$ cat src/rtl/hazard_pkg.sv
// hazard_pkg: shared types and constants for the ID-stage hazard unit.
// Latency: n/a (declarations only).
// Backpressure: n/a.
package hazard_pkg;

  // One in-flight destination: register index, writes-a-register, is-a-load.
  typedef struct packed {
    logic [4:0] rd;
    logic       wr;
    logic       ld;
  } sb_entry_t;

  // EX operand source. FWD_MEM means the producer sits in MEM when the
  // consumer reaches EX; FWD_WB means it has moved on to WB.
  typedef enum logic [1:0] {
    FWD_RF  = 2'b00,
    FWD_MEM = 2'b01,
    FWD_WB  = 2'b10
  } fwd_sel_e;

  // Writeback select value that marks a load.
  localparam logic [1:0] WB_SEL_LOAD = 2'b00;

  // Empty slot; only wr matters for matching, the rest is cleared for tidiness.
  localparam sb_entry_t SB_BUBBLE = '{rd: 5'd0, wr: 1'b0, ld: 1'b0};

  // Forwarding priority: the youngest producer (currently in EX) wins.
  function automatic fwd_sel_e fwd_pick(input logic ex_hit, input logic mem_hit);
    fwd_sel_e sel;
    sel = FWD_RF;
    if (ex_hit) begin
      sel = FWD_MEM;
    end else if (mem_hit) begin
      sel = FWD_WB;
    end
    return sel;
  endfunction

endpackage

$ cat src/rtl/hazard_unit_if.sv
// hazard_unit_if: ID decode bundle in, pipeline stall/flush/forward controls out.
// Latency: n/a (wires only).
// Backpressure: the stall outputs are the backpressure toward IF/ID.
interface hazard_unit_if #(
  parameter int STALL_CNT_W = 16
);
  logic [31:0]            i_inst_id;
  logic                   i_valid_id;
  logic                   i_rs1_hazard_on_id;
  logic                   i_rs2_hazard_on_id;
  logic                   i_reg_wren_id;
  logic [1:0]             i_wb_sel_id;
  logic                   i_br_taken_ex;
  logic                   o_stall_if;
  logic                   o_stall_id;
  logic                   o_flush_id;
  logic                   o_flush_ex;
  logic [1:0]             o_fwd_a_sel_ex;
  logic [1:0]             o_fwd_b_sel_ex;
  logic [STALL_CNT_W-1:0] o_stall_cycles;

  // Pipeline side: supplies the decode bundle, consumes the controls.
  modport master (
    output i_inst_id, i_valid_id, i_rs1_hazard_on_id, i_rs2_hazard_on_id,
           i_reg_wren_id, i_wb_sel_id, i_br_taken_ex,
    input  o_stall_if, o_stall_id, o_flush_id, o_flush_ex,
           o_fwd_a_sel_ex, o_fwd_b_sel_ex, o_stall_cycles
  );

  // Hazard unit side.
  modport slave (
    input  i_inst_id, i_valid_id, i_rs1_hazard_on_id, i_rs2_hazard_on_id,
           i_reg_wren_id, i_wb_sel_id, i_br_taken_ex,
    output o_stall_if, o_stall_id, o_flush_id, o_flush_ex,
           o_fwd_a_sel_ex, o_fwd_b_sel_ex, o_stall_cycles
  );
endinterface

$ cat src/rtl/hazard_match.sv
// hazard_match: compares one scoreboard slot against the ID source registers.
// Latency: combinational.
// Backpressure: none.
module hazard_match
  import hazard_pkg::*;
(
  input  sb_entry_t  entry,
  input  logic [4:0] rs1,
  input  logic [4:0] rs2,
  input  logic       rs1_on,
  input  logic       rs2_on,
  output logic       rs1_hit,
  output logic       rs2_hit
);

  // Load-ness is judged by the caller; only the EX slot cares about it.
  logic unused_ld;
  assign unused_ld = entry.ld;

  // x0 never matches because wr is already cleared for rd == 0.
  assign rs1_hit = rs1_on & entry.wr & (entry.rd == rs1);
  assign rs2_hit = rs2_on & entry.wr & (entry.rd == rs2);

endmodule

$ cat src/rtl/hazard_unit.sv
// hazard_unit: stall/flush control and EX forwarding selects for a 5-stage RV32I pipe.
// Latency: stall/flush combinational from ID; forwarding selects registered, 1 cycle.
// Backpressure: accepts none; o_stall_if/o_stall_id hold the front end while a RAW hazard is open.
// Build option: define HAZARD_FORWARD_EN to include operand forwarding (default: stall-only).
module hazard_unit
  import hazard_pkg::*;
#(
  parameter int REGFILE_BYPASS = 1,
  parameter int STALL_CNT_W    = 16
) (
  input  logic         i_clk,
  input  logic         i_rst,
  hazard_unit_if.slave bus
);

  logic [4:0] rs1;
  logic [4:0] rs2;
  logic [4:0] rd;
  sb_entry_t  id_entry;
  sb_entry_t  ex_q;
  sb_entry_t  mem_q;
  sb_entry_t  wb_q;

  logic ex_rs1_hit;
  logic ex_rs2_hit;
  logic mem_rs1_hit;
  logic mem_rs2_hit;
  logic wb_rs1_hit;
  logic wb_rs2_hit;

  logic wb_stall;
  logic raw_stall;
  logic stall_gated;
  logic flush_ex;

  logic [STALL_CNT_W-1:0] stall_cnt;

  // Opcode/funct bits are irrelevant to hazard detection.
  logic unused_inst_bits;
  assign unused_inst_bits = ^{bus.i_inst_id[31:25], bus.i_inst_id[14:12], bus.i_inst_id[6:0]};

  assign rs1 = bus.i_inst_id[19:15];
  assign rs2 = bus.i_inst_id[24:20];
  assign rd  = bus.i_inst_id[11:7];

  // Scoreboard entry the ID instruction would occupy once it reaches EX.
  always_comb begin
    id_entry    = SB_BUBBLE;
    id_entry.rd = rd;
    id_entry.wr = bus.i_reg_wren_id & bus.i_valid_id & (rd != 5'd0);
    id_entry.ld = (bus.i_wb_sel_id == WB_SEL_LOAD);
  end

  hazard_match u_match_ex (
    .entry   (ex_q),
    .rs1     (rs1),
    .rs2     (rs2),
    .rs1_on  (bus.i_rs1_hazard_on_id),
    .rs2_on  (bus.i_rs2_hazard_on_id),
    .rs1_hit (ex_rs1_hit),
    .rs2_hit (ex_rs2_hit)
  );

  hazard_match u_match_mem (
    .entry   (mem_q),
    .rs1     (rs1),
    .rs2     (rs2),
    .rs1_on  (bus.i_rs1_hazard_on_id),
    .rs2_on  (bus.i_rs2_hazard_on_id),
    .rs1_hit (mem_rs1_hit),
    .rs2_hit (mem_rs2_hit)
  );

  hazard_match u_match_wb (
    .entry   (wb_q),
    .rs1     (rs1),
    .rs2     (rs2),
    .rs1_on  (bus.i_rs1_hazard_on_id),
    .rs2_on  (bus.i_rs2_hazard_on_id),
    .rs1_hit (wb_rs1_hit),
    .rs2_hit (wb_rs2_hit)
  );

  // Without write-before-read in the register file, a value still in WB
  // is not yet visible to the ID read, so that case must wait too.
  assign wb_stall = (REGFILE_BYPASS == 0) & (wb_rs1_hit | wb_rs2_hit);

`ifdef HAZARD_FORWARD_EN
  // Only a load in EX cannot be forwarded in time; everything else is bypassed.
  assign raw_stall = (ex_q.ld & (ex_rs1_hit | ex_rs2_hit)) | wb_stall;
`else
  // No bypass network: wait until the producer has left every checked slot.
  assign raw_stall = ex_rs1_hit | ex_rs2_hit | mem_rs1_hit | mem_rs2_hit | wb_stall;
`endif

  // A taken branch discards the ID instruction, so its hazard no longer matters.
  assign stall_gated    = raw_stall & ~bus.i_br_taken_ex;
  assign flush_ex       = raw_stall | bus.i_br_taken_ex;

  assign bus.o_stall_if = stall_gated;
  assign bus.o_stall_id = stall_gated;
  assign bus.o_flush_id = bus.i_br_taken_ex;
  assign bus.o_flush_ex = flush_ex;

  // Advance the in-flight destination window; a flushed or empty ID slot enters as a bubble.
  always_ff @(posedge i_clk) begin
    if (i_rst) begin
      ex_q  <= SB_BUBBLE;
      mem_q <= SB_BUBBLE;
      wb_q  <= SB_BUBBLE;
    end else begin
      wb_q  <= mem_q;
      mem_q <= ex_q;
      ex_q  <= (flush_ex | ~bus.i_valid_id) ? SB_BUBBLE : id_entry;
    end
  end

`ifdef HAZARD_FORWARD_EN
  fwd_sel_e fwd_a_d;
  fwd_sel_e fwd_b_d;
  fwd_sel_e fwd_a_q;
  fwd_sel_e fwd_b_q;

  // Selects are decided from the pre-shift slots, i.e. where the producers
  // will be one stage further on when this instruction executes.
  always_comb begin
    fwd_a_d = FWD_RF;
    fwd_b_d = FWD_RF;
    if (!flush_ex) begin
      fwd_a_d = fwd_pick(ex_rs1_hit, mem_rs1_hit);
      fwd_b_d = fwd_pick(ex_rs2_hit, mem_rs2_hit);
    end
  end

  // Forwarding selects travel with the instruction into EX.
  always_ff @(posedge i_clk) begin
    if (i_rst) begin
      fwd_a_q <= FWD_RF;
      fwd_b_q <= FWD_RF;
    end else begin
      fwd_a_q <= fwd_a_d;
      fwd_b_q <= fwd_b_d;
    end
  end

  assign bus.o_fwd_a_sel_ex = fwd_a_q;
  assign bus.o_fwd_b_sel_ex = fwd_b_q;
`else
  assign bus.o_fwd_a_sel_ex = FWD_RF;
  assign bus.o_fwd_b_sel_ex = FWD_RF;
`endif

  // Stalled-cycle statistics; holds at all-ones instead of wrapping.
  always_ff @(posedge i_clk) begin
    if (i_rst) begin
      stall_cnt <= '0;
    end else if (stall_gated && (stall_cnt != {STALL_CNT_W{1'b1}})) begin
      stall_cnt <= stall_cnt + {{(STALL_CNT_W-1){1'b0}}, 1'b1};
    end
  end

  assign bus.o_stall_cycles = stall_cnt;

endmodule

$ cat src/flat_wrapper.sv
// flat-port wrapper written by rule: the top's interface ports become plain ports
module hazard_unit_flat import hazard_pkg::*;
#(
  parameter int REGFILE_BYPASS = 1,
  parameter int STALL_CNT_W    = 16
)
  (i_clk, i_rst, bus_i_inst_id, bus_i_valid_id, bus_i_rs1_hazard_on_id, bus_i_rs2_hazard_on_id, bus_i_reg_wren_id, bus_i_wb_sel_id, bus_i_br_taken_ex, bus_o_stall_if, bus_o_stall_id, bus_o_flush_id, bus_o_flush_ex, bus_o_fwd_a_sel_ex, bus_o_fwd_b_sel_ex, bus_o_stall_cycles);
  hazard_unit_if #(.STALL_CNT_W(STALL_CNT_W)) bus_i ();
  input  logic i_clk;
  input  logic i_rst;
  input wire logic [$bits(bus_i.i_inst_id)-1:0] bus_i_inst_id;
  input wire logic [$bits(bus_i.i_valid_id)-1:0] bus_i_valid_id;
  input wire logic [$bits(bus_i.i_rs1_hazard_on_id)-1:0] bus_i_rs1_hazard_on_id;
  input wire logic [$bits(bus_i.i_rs2_hazard_on_id)-1:0] bus_i_rs2_hazard_on_id;
  input wire logic [$bits(bus_i.i_reg_wren_id)-1:0] bus_i_reg_wren_id;
  input wire logic [$bits(bus_i.i_wb_sel_id)-1:0] bus_i_wb_sel_id;
  input wire logic [$bits(bus_i.i_br_taken_ex)-1:0] bus_i_br_taken_ex;
  output wire logic [$bits(bus_i.o_stall_if)-1:0] bus_o_stall_if;
  output wire logic [$bits(bus_i.o_stall_id)-1:0] bus_o_stall_id;
  output wire logic [$bits(bus_i.o_flush_id)-1:0] bus_o_flush_id;
  output wire logic [$bits(bus_i.o_flush_ex)-1:0] bus_o_flush_ex;
  output wire logic [$bits(bus_i.o_fwd_a_sel_ex)-1:0] bus_o_fwd_a_sel_ex;
  output wire logic [$bits(bus_i.o_fwd_b_sel_ex)-1:0] bus_o_fwd_b_sel_ex;
  output wire logic [$bits(bus_i.o_stall_cycles)-1:0] bus_o_stall_cycles;
  assign bus_i.i_inst_id = bus_i_inst_id;
  assign bus_i.i_valid_id = bus_i_valid_id;
  assign bus_i.i_rs1_hazard_on_id = bus_i_rs1_hazard_on_id;
  assign bus_i.i_rs2_hazard_on_id = bus_i_rs2_hazard_on_id;
  assign bus_i.i_reg_wren_id = bus_i_reg_wren_id;
  assign bus_i.i_wb_sel_id = bus_i_wb_sel_id;
  assign bus_i.i_br_taken_ex = bus_i_br_taken_ex;
  assign bus_o_stall_if = bus_i.o_stall_if;
  assign bus_o_stall_id = bus_i.o_stall_id;
  assign bus_o_flush_id = bus_i.o_flush_id;
  assign bus_o_flush_ex = bus_i.o_flush_ex;
  assign bus_o_fwd_a_sel_ex = bus_i.o_fwd_a_sel_ex;
  assign bus_o_fwd_b_sel_ex = bus_i.o_fwd_b_sel_ex;
  assign bus_o_stall_cycles = bus_i.o_stall_cycles;
  hazard_unit #(.REGFILE_BYPASS(REGFILE_BYPASS), .STALL_CNT_W(STALL_CNT_W)) u_core (.i_clk(i_clk), .i_rst(i_rst), .bus(bus_i));
endmodule
$ cat config.mk
export PLATFORM = sky130hd
export DESIGN_NAME = hazard_unit_flat
export DESIGN_NICKNAME = d
export VERILOG_FILES = /design/src/rtl/hazard_pkg.sv /design/src/rtl/hazard_unit_if.sv /design/src/rtl/hazard_match.sv /design/src/rtl/hazard_unit.sv /design/src/flat_wrapper.sv
export SDC_FILE = /design/constraint.sdc
export NUM_CORES = 1
export LEC_CHECK = 0
export ABC_CLOCK_PERIOD_IN_PS = 4700
export CAP_MARGIN = 30
export CORE_MARGIN = 2
export CORE_UTILIZATION = 47
export CTS_BUF_LIST = sky130_fd_sc_hd__clkbuf_8
export CTS_CLUSTER_SIZE = 24
export DETAILED_ROUTE_END_ITERATION = 6
export GPL_TIMING_DRIVEN = 1
export PLACE_DENSITY = 0.88
export SLEW_MARGIN = 20
export SYNTH_ARGS = -nofsm -noshare
export SYNTH_HDL_FRONTEND = slang
export SYNTH_SLANG_ARGS = --single-unit
$ cat constraint.sdc
create_clock -name i_clk -period 4.7 [get_ports i_clk]
set_clock_uncertainty 0.2 [all_clocks]
set_input_delay 0.94 -clock i_clk [delete_from_list [all_inputs] [get_ports i_clk]]
set_output_delay 0.94 -clock i_clk [all_outputs]
set_load 0.02 [all_outputs]
==> load_flow_metrics.sql, run 1 <==
INSERT INTO impl_metrics (metric_group, metric, value, unit) VALUES
('route', 'via_count', '1317', ''),
('grt', 'initial_antenna_violation_count', '0', ''),
('min_path', 'hold-path-endpoint', 'u_core.bus.o_stall_cycles[7]$_SDFFE_PP0P_', ''),
('route', 'drt-total-wl', '3180', 'µm'),
('worst_setup_path', 'timing.critical_path.slowest_stage_cell', 'clkdlybuf4s50_1', ''),
('sta', 'setup_viol_count_final', '0', ''),
('logic_synthesis', 'post_synth_inst_count', '169', ''),
('floorplan', 'std_cell_rows', '20', ''),
('route', 'detail_route.iter0.violations', '54', ''),
('sta', 'setup_tns', '0', 'ps'),
('finish', 'nFillCells', '260', ''),
('logic_synthesis', 'syn_area_per_cell', '8.94', 'µm²'),
('finish', 'total_number_of_nets_in_the_final_design', '249', ''),
('grt', 'grt_pass1_vias', '1218', ''),
('clocking', 'cts-root-buf', 'clkbuf_8', ''),
('logic_synthesis', 'async_reset_ff_frac', '0', ''),
('grt', 'globalRouteTotalUtil', '0.196', ''),
('placed_design', 'dp_hpwl', '2380', 'µm'),
('sta', 'period_share', '0.879', ''),
('finish', 'final_common_cell', 'clkdlybuf4s50_1', ''),
('sta', 'fmaxAchievable', '0.242', 'GHz'),
('floorplan', 'initial_core_util', '0.495', ''),
('logic_synthesis', 'synth_seq_area_share', '0.371', ''),
('min_path', 'hold_path_depth', '2', ''),
('placed_design', 'buffer_ports.inserted', '41', ''),
('worst_setup_path', 'r2r_slack', '2530', 'ps'),
('sta', 'finalCriticalPeriod', '4130', 'ps'),
('power', 'pwr_density_cell', '242', 'nW/µm²'),
('logic_synthesis', 'yosys.cell_types.count', '37', ''),
('grt', 'globalRoute.totalOverflow', '0', ''),
('logic_synthesis', 'synth_compound_gate_area_share', '0.126', ''),
('placed_design', 'dp.cells', '245', ''),
('grt', 'grt_max_degree', '29', ''),
('route', 'drt-wirelength-per-cell', '12.7', 'µm'),
('worst_setup_path', 'timing.critical_path.arrival', '2990', 'ps'),
('min_path', 'hp_start', 'u_core.bus.o_stall_cycles[7]$_SDFFE_PP0P_', ''),
('route', 'drc_errors', '0', ''),
('worst_setup_path', 'critical_path.most_common_cell', 'clkdlybuf4s50_1', ''),
('route', 'postRouteAntennaNets', '0', ''),
('logic_synthesis', 'synth_xor_area_frac', '0.133', ''),
('clocking', 'postCtsSetupBuffers', '0', ''),
('outcome', 'result_of_the_run', 'finished, final reports clean', ''),
('worst_setup_path', 'critical_path.endpoint_type', 'primary output', ''),
('finish', 'seq_area', '561', 'µm²'),
('route', 'drtPass1Iterations', '4', ''),
('logic_synthesis', 'yosys.area_share.adder', '0.00828', ''),
('clocking', 'numCtsBuffers', '3', ''),
('power', 'ir_drop', '0.175', 'mV'),
('clocking', 'cts-hold-fix-buffers', '0', ''),
('clocking', 'clock_sinks', '28', ''),
('logic_synthesis', 'synth-seq-cells', '28', ''),
('logic_synthesis', 'synth.mux.area_fraction', '0.0298', ''),
('placed_design', 'routabilityCongestion', '0.812', ''),
('clocking', 'htreeDepth', '1', ''),
('worst_setup_path', 'startpoint_of_the_most_critical_register_to_register_path', 'u_core.mem_q[2]$_SDFF_PP0_', ''),
('finish', 'insertedDiodeCount', '0', ''),
('logic_synthesis', 'synth-warning-count', '0', ''),
('power', 'static-leakage-power', '0.627', 'nW'),
('power', 'finalPower', '0.000483', 'W'),
('logic_synthesis', 'synth_edf_count', '0', ''),
('finish', 'share_of_final_layout_standard_cells_stronger_than_drive_strength_1', '0.0777', ''),
('finish', 'non_filler_instance_count_after_layout', '250', ''),
('run', 'timing.max_cap.violations', '0', ''),
('worst_setup_path', 'ff2ff_path_depth', '6', ''),
('grt', 'wire_length_of_the_first_global_routing_pass', '5440', 'µm'),
('floorplan', 'design.core.area', '3050', 'µm²'),
('logic_synthesis', 'yosys_most_used_dff', 'dfxtp_1', ''),
('route', 'number_of_vias_per_cell_after_detailed_routing', '5.27', ''),
('worst_setup_path', 'largest_fanout_of_any_net_on_the_critical_path', '23', ''),
('finish', 'most-common-layout-cells', 'clkdlybuf4s50_1, dfxtp_1, xnor2_1', ''),
('logic_synthesis', 'combinational_family_with_the_most_area_after_synthesis', 'simple AND/OR/NAND/NOR gates', '');
through the flow:
step	cell area (µm²)	utilization	setup slack, ps
2_1_floorplan	1520	-	1120
3_3_place_gp	1910	0.627	603
3_5_place_dp	1910	0.627	553
4_1_cts	1980	0.650	557
5_1_grt	2000	0.655	430
6_report	2000	0.655	568
synth_stat cells (all sizes together) (2+ instances only):
cell type,instances,area share
o21ai,4,0.013
xnor2,23,0.13
o31ai,6,0.030
dfxtp,28,0.37
nor3,2,0.0066
mux2,4,0.030
nor2,13,0.034
nand3,7,0.023
or4b,2,0.013
nor2b,11,0.046
nand2b,3,0.012
nand4,7,0.033
a21oi,10,0.033
clkbuf,4,0.0099
and2,6,0.026
nand2,7,0.017
a211oi,2,0.0099
buf,8,0.040
o22a,2,0.012
or4,5,0.025
or3,4,0.017
how the worst max path moves through the flow:
stage	startpoint	end	slack [ps]	cells past startpoint
after floorplan	bus_i_inst_id[15]	bus_o_stall_if	1120	8
after global placement	bus_i_inst_id[17]	bus_o_stall_id	600	7
after detailed placement	bus_i_inst_id[20]	bus_o_stall_id	550	7
after CTS	bus_i_inst_id[20]	bus_o_stall_id	560	7
after global routing	bus_i_inst_id[20]	bus_o_stall_if	430	7
final	bus_i_inst_id[20]	bus_o_stall_id	570	7
state kept, by name (all words and copies together), names as in the netlist:
register                   cells
u_core.bus.o_stall_cycles     16
u_core.mem_q                   6
u_core.ex_q                    6
critical path: cells and delay by family:
| family | cells | cell delay [ps] |
|---|---|---|
| AO/OA/AOI/OAI | 1 | 270 |
| XOR/XNOR | 1 | 220 |
| buffers and inverters | 2 | 1090 |
| AND/OR/NAND/NOR | 3 | 470 |
power by group:
part           leakage [nW]  total [W]  internal, W  switching (W)
logic                 0.365  0.0000499    0.0000290      0.0000209
registers             0.226   0.000242     0.000239     0.00000231
clock network        0.0357   0.000192     0.000114      0.0000777
layer usage:
| layer | vias to the layer above | global-route usage | share of wire |
|---|---|---|---|
| li1 | 673 | - | - |
| met1 | 599 | 0.258 | 0.46 |
| met2 | 40 | 0.330 | 0.48 |
| met3 | 5 | 0.0192 | 0.042 |
| met4 | 0 | 0.0807 | 0.016 |
| met5 | - | 0 | 0 |
cells by family (layout without fill, tap and decap cells):
logic type | after synthesis | count (layout)
xor gates and xnor gates | 23 | 23
and+or+nand+nor | 72 | 72
buffers and inverters | 12 | 46
muxes | 4 | 4
DFF | 28 | 28
AOI/OAI and AO/OA | 28 | 28
other | 1 | 4
adders and majority gates | 1 | 1
final cells by class:
class	instances	area share
clock buffers	3	0.0207
clock inverters	1	0.0150
multi-input cells	132	0.444
flip-flops and latches	28	0.280
repair buffers	42	0.213
well taps	44	0.0275
No activity file was read; power rests on OpenSTA's default activity.
==> run 2: changes to the inputs <==
--- a/config.mk
+++ b/config.mk
@@ -5,15 +5,15 @@
 export SDC_FILE = /design/constraint.sdc
 export NUM_CORES = 1
 export LEC_CHECK = 0
-export ABC_CLOCK_PERIOD_IN_PS = 4700
-export CAP_MARGIN = 30
+export ABC_CLOCK_PERIOD_IN_PS = 3690
+export CAP_MARGIN = 15
 export CORE_MARGIN = 2
-export CORE_UTILIZATION = 47
+export CORE_UTILIZATION = 39
 export CTS_BUF_LIST = sky130_fd_sc_hd__clkbuf_8
 export CTS_CLUSTER_SIZE = 24
 export DETAILED_ROUTE_END_ITERATION = 6
 export GPL_TIMING_DRIVEN = 1
-export PLACE_DENSITY = 0.88
+export PLACE_DENSITY = 0.78
 export SLEW_MARGIN = 20
 export SYNTH_ARGS = -nofsm -noshare
 export SYNTH_HDL_FRONTEND = slang
==> constraint.sdc (replaced) <==
create_clock -name i_clk -period 3.69 [get_ports i_clk]
set_clock_uncertainty 0.2 [all_clocks]
set_input_delay 0.738 -clock i_clk [delete_from_list [all_inputs] [get_ports i_clk]]
set_output_delay 0.738 -clock i_clk [all_outputs]
set_load 0.02 [all_outputs]
==> load_flow_metrics.sql, run 2 (synthesized netlist as in run 1, its figures left out) <==
INSERT INTO impl_metrics (metric_group, metric, value, unit) VALUES
('worst_setup_path', 'critPathLaunchType', 'input pin', ''),
('floorplan', 'die_w', '66.3', 'µm'),
('power', 'static-leakage-power', '0.660', 'nW'),
('sta', 'period_share', '0.966', ''),
('placed_design', 'dp_hpwl', '2410', 'µm'),
('worst_setup_path', 'critical_path.endpoint_type', 'primary output', ''),
('route', 'drt-wirelength-per-cell', '12.0', 'µm'),
('worst_setup_path', 'timing.critical_path.arrival', '2630', 'ps'),
('route', 'drc_errors', '0', ''),
('power', 'ir_drop', '0.103', 'mV'),
('placed_design', 'routabilityCongestion', '0.796', ''),
('placed_design', 'buffer_ports.inserted', '41', ''),
('clocking', 'clock_sinks', '28', ''),
('worst_setup_path', 'largest_fanout_of_any_net_on_the_critical_path', '8', ''),
('clocking', 'htreeDepth', '1', ''),
('sta', 'finalCriticalPeriod', '3560', 'ps'),
('floorplan', 'initial_core_util', '0.410', ''),
('route', 'detail_route.iter0.violations', '31', ''),
('finish', 'insertedDiodeCount', '0', ''),
('grt', 'initial_antenna_violation_count', '0', ''),
('worst_setup_path', 'critPathKind', 'in -> out', ''),
('sta', 'fmaxAchievable', '0.281', 'GHz'),
('floorplan', 'die_span_y', '66.3', 'µm'),
('grt', 'globalRoute.totalOverflow', '0', ''),
('clocking', 'worst_setup_hold_path_clk_slew', '90', 'ps'),
('grt', 'globalRouteTotalUtil', '0.153', ''),
('floorplan', 'floorplan_die_area', '4390', 'µm²'),
('finish', 'total_number_of_nets_in_the_final_design', '252', ''),
('clocking', 'numCtsBuffers', '3', ''),
('route', 'postRouteAntennaNets', '0', ''),
('sta', 'setup_viol_count_final', '0', ''),
('route', 'number_of_vias_per_cell_after_detailed_routing', '4.99', ''),
('sta', 'slew_viol_final', '0', ''),
('route', 'via_count', '1277', ''),
('power', 'pwr_density_cell', '267', 'nW/µm²'),
('clocking', 'cts-hold-fix-buffers', '0', ''),
('clocking', 'cts-root-buf', 'clkbuf_8', ''),
('sta', 'worst_slew_pin_slew', '548', 'ps'),
('outcome', 'result_of_the_run', 'finished, final reports clean', ''),
('finish', 'largest_register_ffs', '16', ''),
('sta', 'grt_setup_unrepaired', 'false', ''),
('floorplan', 'std_cell_rows', '22', ''),
('min_path', 'hp-class', 'reg -> reg', ''),
('finish', 'flow.area_growth_from_synthesis', '32.0', '%'),
('sta', 'hold_viol', '0', ''),
('finish', 'share_of_final_layout_standard_cells_stronger_than_drive_strength_1', '0.0865', ''),
('sta', 'slew-limit-headroom', '0.634', ''),
('floorplan', 'top_ports', '65', ''),
('clocking', 'cts_tree', 'yes', ''),
('finish', 'final_common_cell', 'clkdlybuf4s50_1', ''),
('floorplan', 'design.core.area', '3690', 'µm²'),
('worst_setup_path', 'r2r_slack', '1430', 'ps'),
('route', 'drt-total-wl', '3070', 'µm'),
('grt', 'grt_max_degree', '17', ''),
('clocking', 'cts_buffer_depth', '2', ''),
('run', 'timing.max_cap.violations', '0', ''),
('grt', 'grt_pass1_vias', '1194', ''),
('sta', 'setup_tns', '0', 'ps'),
('route', 'drtPass1Iterations', '4', ''),
('clocking', 'worst_skew_pair.late_latency', '270', 'ps'),
('finish', 'most-common-layout-cells', 'clkdlybuf4s50_1, dfxtp_1, xnor2_1', ''),
('grt', 'wire_length_of_the_first_global_routing_pass', '5310', 'µm'),
('worst_setup_path', 'worstPathRequired', '2750', 'ps'),
('finish', 'utilization', '0.541', '');
run 2: cell count changes in the layout (fill, tap and decap cells not counted), sizes merged:
| cell | before | now |
|---|---|---|
| buf | 1 | 4 |
| bufinv | 1 | 0 |
| clkdlybuf4s50 | 41 | 39 |
| dlymetal6s2s | 0 | 2 |
run 2: timing repair:
action / CTS / global route
buffers inserted: 0 / 0
gates resized for setup: 0 / 2
hold endpoints to repair: 0 / 0
setup endpoints to repair: 0 / 2
run 2: final cells by class:
type / instances / area (µm²)
Sequential cell: 28 / 561
Multi-Input combinational cell: 132 / 887
Tap cell: 48 / 60.1
Timing Repair Buffer: 45 / 445
Fill cell: 354 / 1690
Clock buffer: 3 / 41.3
run 2: worst max-delay path: stages:
cell             delay (ps)
clkdlybuf4s50_1         460
xnor2_1                 220
nand4_1                 120
o22a_1                  240
and2_4                  190
nand2b_1                 70
clkdlybuf4s50_1         590
run 2: through the flow:
| stage | std cells | hold slack, ps | area (µm²) | setup WS, ps | power, W |
|---|---|---|---|---|---|
| 3_5_place_dp | 253 | 282 | 1950 | 30.4 | 0.000377 |
| 6_report | 256 | 303 | 1990 | 127 | 0.000533 |
| 5_1_grt | 256 | 311 | 1990 | 45.6 | 0.000556 |
| 2_1_floorplan | 172 | 259 | 1520 | 510 | 0.000348 |
| 4_1_cts | 256 | 305 | 1990 | 28.6 | 0.000540 |
| 3_3_place_gp | 253 | 285 | 1950 | 89.7 | 0.000377 |
run 2: final timing paths:
check                                  start                                         end  cells after the start
hold reg to reg    u_core.ex_q[1]$_SDFF_PP0_                  u_core.mem_q[1]$_SDFF_PP0_                      1
hold / removal     u_core.ex_q[1]$_SDFF_PP0_                  u_core.mem_q[1]$_SDFF_PP0_                      1
setup reg to reg  u_core.mem_q[2]$_SDFF_PP0_  u_core.bus.o_stall_cycles[13]$_SDFFE_PP0P_                      7
setup / recovery           bus_i_inst_id[15]                              bus_o_flush_ex                      7
run 2: layer usage:
metal,track usage,wire length [µm],up-vias,share of wire
met3,0.0153,82,2,0.027
met5,0,0,-,0
met4,0.0536,32,0,0.010
li1,-,-,670,-
met2,0.259,1420,23,0.46
met1,0.200,1530,582,0.50
run 2: power breakdown:
group / internal, W / total [W] / switching [W] / leakage (nW)
combinational: 0.0000364 / 0.0000628 / 0.0000264 / 0.413
clock: 0.0000732 / 0.000163 / 0.0000898 / 0.0216
sequential: 0.000305 / 0.000308 / 0.00000280 / 0.226
